### src/rtl/a2d_pkg.sv
// Shared types and constants for the A2D scan monitor slice.
package a2d_pkg;

    localparam int CH_IDX_W = 3;

    typedef enum logic [1:0] {
        IDLE,
        REQ,
        WAIT
    } scan_state_t;

endpackage

### src/rtl/a2d_scan_seq.sv
// Period timer plus round-robin scan FSM driving the SPI A2D master handshake.
module a2d_scan_seq
    import a2d_pkg::*;
#(
    parameter int NUM_CH   = 3,
    parameter int PERIOD_W = 19
) (
    input  logic                clk,
    input  logic                rst_n,
    input  logic                cnv_cmplt_i,
    output logic                strt_cnv_o,
    output logic [CH_IDX_W-1:0] chnnl_o,
    output logic                wr_en_o,
    output logic [CH_IDX_W-1:0] wr_idx_o,
    output logic                scan_done_o,
    output logic                tick_drop_o
);

    scan_state_t         state_q, state_d;
    logic [PERIOD_W-1:0] cnt_q;
    logic [CH_IDX_W-1:0] ch_idx_q, ch_idx_d;
    logic                strt_cnv_q, strt_cnv_d;
    logic                scan_done_q, scan_done_d;
    logic                tick;
    logic                last_ch;

    assign tick    = &cnt_q;
    assign last_ch = (ch_idx_q == CH_IDX_W'(NUM_CH - 1));

    always_ff @(posedge clk or negedge rst_n) begin
        if (!rst_n) begin
            state_q     <= IDLE;
            cnt_q       <= '0;
            ch_idx_q    <= '0;
            strt_cnv_q  <= 1'b0;
            scan_done_q <= 1'b0;
        end else begin
            state_q     <= state_d;
            cnt_q       <= cnt_q + 1'b1;
            ch_idx_q    <= ch_idx_d;
            strt_cnv_q  <= strt_cnv_d;
            scan_done_q <= scan_done_d;
        end
    end

    always_comb begin
        state_d  = state_q;
        ch_idx_d = ch_idx_q;
        case (state_q)
            IDLE: begin
                if (tick) begin
                    ch_idx_d = '0;
                    state_d  = REQ;
                end
            end
            REQ: state_d = WAIT;
            WAIT: begin
                if (cnv_cmplt_i) begin
                    if (last_ch) begin
                        state_d = IDLE;
                    end else begin
                        ch_idx_d = ch_idx_q + 1'b1;
                        state_d  = REQ;
                    end
                end
            end
            default: state_d = IDLE;
        endcase
    end

    // strt_cnv is registered from the next state so it is high exactly while in REQ
    always_comb begin
        wr_en_o     = (state_q == WAIT) && cnv_cmplt_i;
        scan_done_d = wr_en_o && last_ch;
        strt_cnv_d  = (state_d == REQ);
        tick_drop_o = tick && (state_q != IDLE);
    end

    assign strt_cnv_o  = strt_cnv_q;
    assign chnnl_o     = ch_idx_q;
    assign wr_idx_o    = ch_idx_q;
    assign scan_done_o = scan_done_q;

endmodule

### src/rtl/a2d_scan_monitor.sv
// A2D scan-and-display: result register file, display selector, LED mux, overrun flag.
// Optional peak-hold capture with clr_pk port when A2D_PEAK_HOLD_EN is defined.
module a2d_scan_monitor
    import a2d_pkg::*;
#(
    parameter int NUM_CH   = 3,
    parameter int RES_W    = 12,
    parameter int LED_W    = 8,
    parameter int PERIOD_W = 19
) (
    input  logic                clk,
    input  logic                rst_n,
    input  logic                sel_pls,
    input  logic                auto_scrl,
`ifdef A2D_PEAK_HOLD_EN
    input  logic                clr_pk,
`endif
    output logic                strt_cnv,
    output logic [2:0]          chnnl,
    input  logic                cnv_cmplt,
    input  logic [RES_W-1:0]    res,
    output logic [LED_W-1:0]    led,
    output logic [2:0]          disp,
    output logic                scan_done,
    output logic                overrun
);

    logic                wr_en;
    logic [CH_IDX_W-1:0] wr_idx;
    logic                tick_drop;
    logic                clr;
    logic [NUM_CH-1:0]   wr_sel;
    logic [RES_W-1:0]    res_reg_q [NUM_CH];
    logic [CH_IDX_W-1:0] disp_q, disp_d;
    logic                overrun_q;
    logic [LED_W-1:0]    led_mux;

    a2d_scan_seq #(
        .NUM_CH   (NUM_CH),
        .PERIOD_W (PERIOD_W)
    ) u_seq (
        .clk         (clk),
        .rst_n       (rst_n),
        .cnv_cmplt_i (cnv_cmplt),
        .strt_cnv_o  (strt_cnv),
        .chnnl_o     (chnnl),
        .wr_en_o     (wr_en),
        .wr_idx_o    (wr_idx),
        .scan_done_o (scan_done),
        .tick_drop_o (tick_drop)
    );

`ifdef A2D_PEAK_HOLD_EN
    assign clr = clr_pk;
`else
    assign clr = 1'b0;
`endif

    always_comb begin
        wr_sel = '0;
        for (int unsigned c = 0; c < NUM_CH; c++) begin
            wr_sel[c] = wr_en && (wr_idx == CH_IDX_W'(c));
`ifdef A2D_PEAK_HOLD_EN
            wr_sel[c] = wr_sel[c] && (res > res_reg_q[c]);
`endif
        end
    end

    // Clear wins over a capture landing in the same cycle
    always_ff @(posedge clk or negedge rst_n) begin
        if (!rst_n) begin
            for (int unsigned c = 0; c < NUM_CH; c++) res_reg_q[c] <= '0;
        end else begin
            for (int unsigned c = 0; c < NUM_CH; c++) begin
                if (clr) res_reg_q[c] <= '0;
                else if (wr_sel[c]) res_reg_q[c] <= res;
            end
        end
    end

    // Coincident sel_pls and auto-scroll events collapse into a single step
    always_comb begin
        disp_d = disp_q;
        if (sel_pls || (auto_scrl && scan_done)) begin
            if (disp_q == CH_IDX_W'(NUM_CH - 1)) disp_d = '0;
            else disp_d = disp_q + 1'b1;
        end
    end

    always_ff @(posedge clk or negedge rst_n) begin
        if (!rst_n) begin
            disp_q    <= '0;
            overrun_q <= 1'b0;
        end else begin
            disp_q    <= disp_d;
            overrun_q <= overrun_q | tick_drop;
        end
    end

    always_comb begin
        led_mux = '0;
        for (int unsigned c = 0; c < NUM_CH; c++) begin
            if (disp_q == CH_IDX_W'(c)) led_mux = res_reg_q[c][RES_W-1 -: LED_W];
        end
    end

    assign led     = led_mux;
    assign disp    = disp_q;
    assign overrun = overrun_q;

endmodule

### config.mk
export PLATFORM = sky130hd
export DESIGN_NAME = a2d_scan_monitor
export DESIGN_NICKNAME = d
export VERILOG_FILES = /design/src/rtl/a2d_pkg.sv /design/src/rtl/a2d_scan_seq.sv /design/src/rtl/a2d_scan_monitor.sv
export SDC_FILE = /design/constraint.sdc
export NUM_CORES = 1
export LEC_CHECK = 0
export CORE_AREA = 2 2 83 85
export DETAILED_ROUTE_END_ITERATION = 10
export DIE_AREA = 0 0 85 87
export GPL_TIMING_DRIVEN = 1
export SETUP_SLACK_MARGIN = 0.1
export SYNTH_ARGS = -nofsm -noshare
export SYNTH_HDL_FRONTEND = slang
export SYNTH_SLANG_ARGS = --single-unit
### constraint.sdc
create_clock -name clk -period 4.8 [get_ports clk]
set_input_delay 0.96 -clock clk [delete_from_list [all_inputs] [get_ports clk]]
set_output_delay 0.96 -clock clk [all_outputs]
set_load 0.005 [all_outputs]
==> summary.md <==
| Metric | Value |
|---|---|
| Critical path arrival | `2.25 ns` |
| Sw Pwr | `approximately 250 µW` |
| Register area | `roughly 1400 µm²` |
| Slew Viols, Final | `0` |
| Clock Skew | `between 0.009 and 0.01 ns` |
| Logic pwr share | `roughly 11%` |
| Antenna fix cells | `0` |
| Hold Fails Final Rpt | `0` |
| DIE AREA | `7400 µm²` |
| Tcrit/Tclk final | `67.0%` |
| Post-detail-place hpwl | `2.97 mm` |
| P_int | `approximately 630 µW` |
| Max incr delay on CP | `approximately 0.63 ns` |
| Clk_lat worst skew | `around 0.31 ns` |
| Width of the die | `85 µm` |
| Vias in the first global route | `1617` |
| Final WL | `4.37 mm` |
| Post-Syn Instances | `~210` |
| Port Buffer Count | `29` |
| Status | `completed` |
| Ys flop type | `dfrtp_1` |
| Area leader, netlist | `dfrtp_1` |
| Grt peak-use layer | `met2` |
| GRT Total Usage | `between 10% and 20%` |
| Final setup viols | `0` |
| NumNets Final | `265` |
| Cell Chain, Critical Path | `inv_1 > nor2_1 > a21oi_1 > nor2_1 > clkdlybuf4s50_1` |
| Layout cells sized above 1 | `18.4%` |
| Starting DRT DRC Count | `around 70` |
| FMAX | `just over 300 MHz` |
| Synthesis-stage register bit count | `between 50 and 60` |
| Commonest cells post-synth | `dfrtp_1 (54), mux2_2 (26), nor2_1 (25)` |
| Yosys cell types | `33` |
| H-tree lvl count | `2` |
| Layout overhead on the synthesized area | `18.0%` |
| Buf/Inv on CP | `2` |
| Max Cap Viol | `0` |
| Starting Density | `between 30% and 40%` |
| Clock power frac | `~29%` |
| Core area | `6570 µm²` |
| Reg clk slew, reported paths | `around 0.10 ns` |
| Boundary Pins | `34` |
| Multi-input logic area | `about 1100 µm²` |
| Crit path depth | `5` |
| Slew Limit Headroom | `between 50 and 60%` |
| Switching share of power | `28.4%` |
| Power share of the sequential group | `between 50% and 60%` |
| Met3 usage | `under 10%` |
| Top post-synthesis cells by area | `dfrtp_1 (54%), mux2_2 (12%), xnor2_1 (4.9%)` |
| Maximum vdd drop | `roughly 0.24 mV` |
| Leakage power | `between 0.001 and 0.0015 µW` |
| CP dominant cell by count | `nor2_1` |
| Post-synth ARST share | `100%` |
| Syn avg cell area | `between 10 and 15 µm²` |
| Count of cells resized by post-cts repair | `0` |
| Post-synth EDFFs | `0` |
| Post-CTS Setup Repair Bufs | `0` |
| Met2 GRT Util | `between 20% and 30%` |
| Largest net degree at the start of global routing | `between 50 and 60` |
| Residual DRC | `0` |
| R2R depth | `5` |
| CP max-delay cell | `dfrtp_1` |
| Fillcell total | `around 630` |
| Global-route wire length before repair | `7.69 mm` |
| Post-synthesis cell area | `2520 µm²` |
| Vias per inst | `around 4.9` |
| Finished Layout Cells | `around 320` |
| Yosys warning total | `0` |
| Worst setup EP type | `primary output` |
| Post-synthesis net count | `around 230` |
| Deepest clock path buffer count | `2` |
| Vias | `between 1500 and 2000` |
| Power per cell area | `about 300 nW/µm²` |
| GP Congestion | `~0.78` |
| CTS root buffer | `clkbuf_8` |
| Worst path top cell family by delay | `flip-flops` |
| Total placed cells including tap cells | `approximately 320` |
| CTS Buf Count | `5` |
| TritonCTS clock tree | `built` |
| RSZ-0062 raised after global routing | `no` |
| Count leader, synth | `dfrtp_1` |
| Critical Path Fanout Max | `13` |
| Initial antenna violation count | `0` |
| First drt pass iteration count | `4` |
| Wire length per cell | `13.5 µm` |
| DIE HEIGHT | `between 80 and 90 µm` |
| # rows | `30` |
| Final ANT Viol Nets | `0` |
| Post-layout min period | `about 3.2 ns` |
| Hold buffers post-CTS | `0` |
| Hold Crit Class | `reg2reg` |
| GR Util met1 | `17.9%` |
| Seq/Total Area, Yosys | `roughly 54%` |
| CP Data Required Time | `3.84 ns` |
| Clk sinks | `54` |
| Hold Path Stages | `1` |
| Worst-Margin Slew | `between 0.6 and 0.7 ns` |
| Synth top area share | `a little over half` |
| Global route total overflow | `0` |
| Kind of critical path | `reg2out` |
| CP startpoint kind | `flop` |
| Post-route setup TNS | `0 ns` |
[power groups by stage]
stage | Clock [µW] | Combinational, µW | Sequential [µW]
6_report | 255 | 97.4 | 521
3_3_place_gp | 0 | 98.2 | 532
5_1_grt | 284 | 107 | 528
2_1_floorplan | 0 | 81.5 | 487
4_1_cts | 269 | 100 | 523
3_5_place_dp | 0 | 99.6 | 532
[stage by stage]
step	total power [µW]	cell area (µm²)	utilization (%)	setup WS [ns]	hold slack [ns]
after global routing	919	2970	45.2	1.37	0.479
final	873	2970	45.2	1.59	0.469
after floorplan	569	2520	-	2.73	0.438
after CTS	892	2970	45.2	1.54	0.473
after global placement	630	2880	43.9	1.90	0.454
after detailed placement	632	2880	43.9	1.91	0.455
[kinds of logic after synthesis]
kind of cell | count (synthesis) | synth area share (%)
flops | 54 | 53.7
buf+inv | 14 | 2.29
compound gates | 20 | 4.92
fa+ha+maj | 5 | 2.49
mux | 34 | 14.8
simple gates | 66 | 15.2
xor+xnor | 19 | 6.61
[area by class of cell]
class / count / share of cell area (%)
repair buffers: 30 / 9.87
well taps: 80 / 3.37
multi-input cells: 144 / 37.3
clock inverters: 2 / 0.464
clock buffers: 6 / 2.45
flip-flops and latches: 54 / 45.5
inverters: 8 / 1.01
[placed cells by master, fill, tap and decap left out, types with 2 or more instances in the layout]
| master | count |
|---|---|
| a21o_1 | 2 |
| a21oi_1 | 11 |
| and3_1 | 2 |
| clkbuf_8 | 5 |
| clkdlybuf4s50_1 | 28 |
| dfrtp_1 | 54 |
| ha_1 | 5 |
| inv_1 | 8 |
| mux2_2 | 26 |
| mux2i_1 | 8 |
| nand2_1 | 13 |
| nand3_1 | 6 |
| nand4_1 | 3 |
| nand4_2 | 3 |
| nor2_1 | 25 |
| nor3_1 | 4 |
| o21ai_0 | 3 |
| xnor2_1 | 14 |
| xor2_1 | 5 |
[path summary, 6_finish.rpt]
kind                                              start                           end  slack (ns)
max                                 disp[1]$_DFFE_PN0P_                        led[1]        1.59
min                           u_seq.cnt_q[15]$_DFF_PN0_     u_seq.cnt_q[15]$_DFF_PN0_        0.47
max reg2reg                u_seq.chnnl_o[0]$_DFFE_PN0P_  u_seq.chnnl_o[1]$_DFFE_PN0P_        3.07
min reg2reg                   u_seq.cnt_q[15]$_DFF_PN0_     u_seq.cnt_q[15]$_DFF_PN0_        0.47
max in group asynchronous                         rst_n      u_seq.cnt_q[9]$_DFF_PN0_        3.57
min in group asynchronous                         rst_n     res_reg_q[23]$_DFFE_PN0P_        0.76
[worst register-to-register path, stage by stage, from the launching register on]
cell	delay (ns)
dfrtp_1	0.44
inv_1	0.12
ha_1	0.25
nor2b_1	0.15
or3_1	0.41
a221oi_2	0.27
[routing by layer]
layer	vias up	wire length [µm]
li1	783	-
met1	774	2190
met2	26	1940
met3	6	167
met4	0	64
met5	-	0
[state kept, by name, summed over array words and instances, names as in the netlist]
signal / flops
u_seq.state_q: 2
u_seq.chnnl_o: 3
overrun: 1
u_seq.strt_cnv_o: 1
res_reg_q: 24
u_seq.cnt_q: 19
disp: 3
u_seq.scan_done_o: 1
Power figures use the tool's default switching activity.
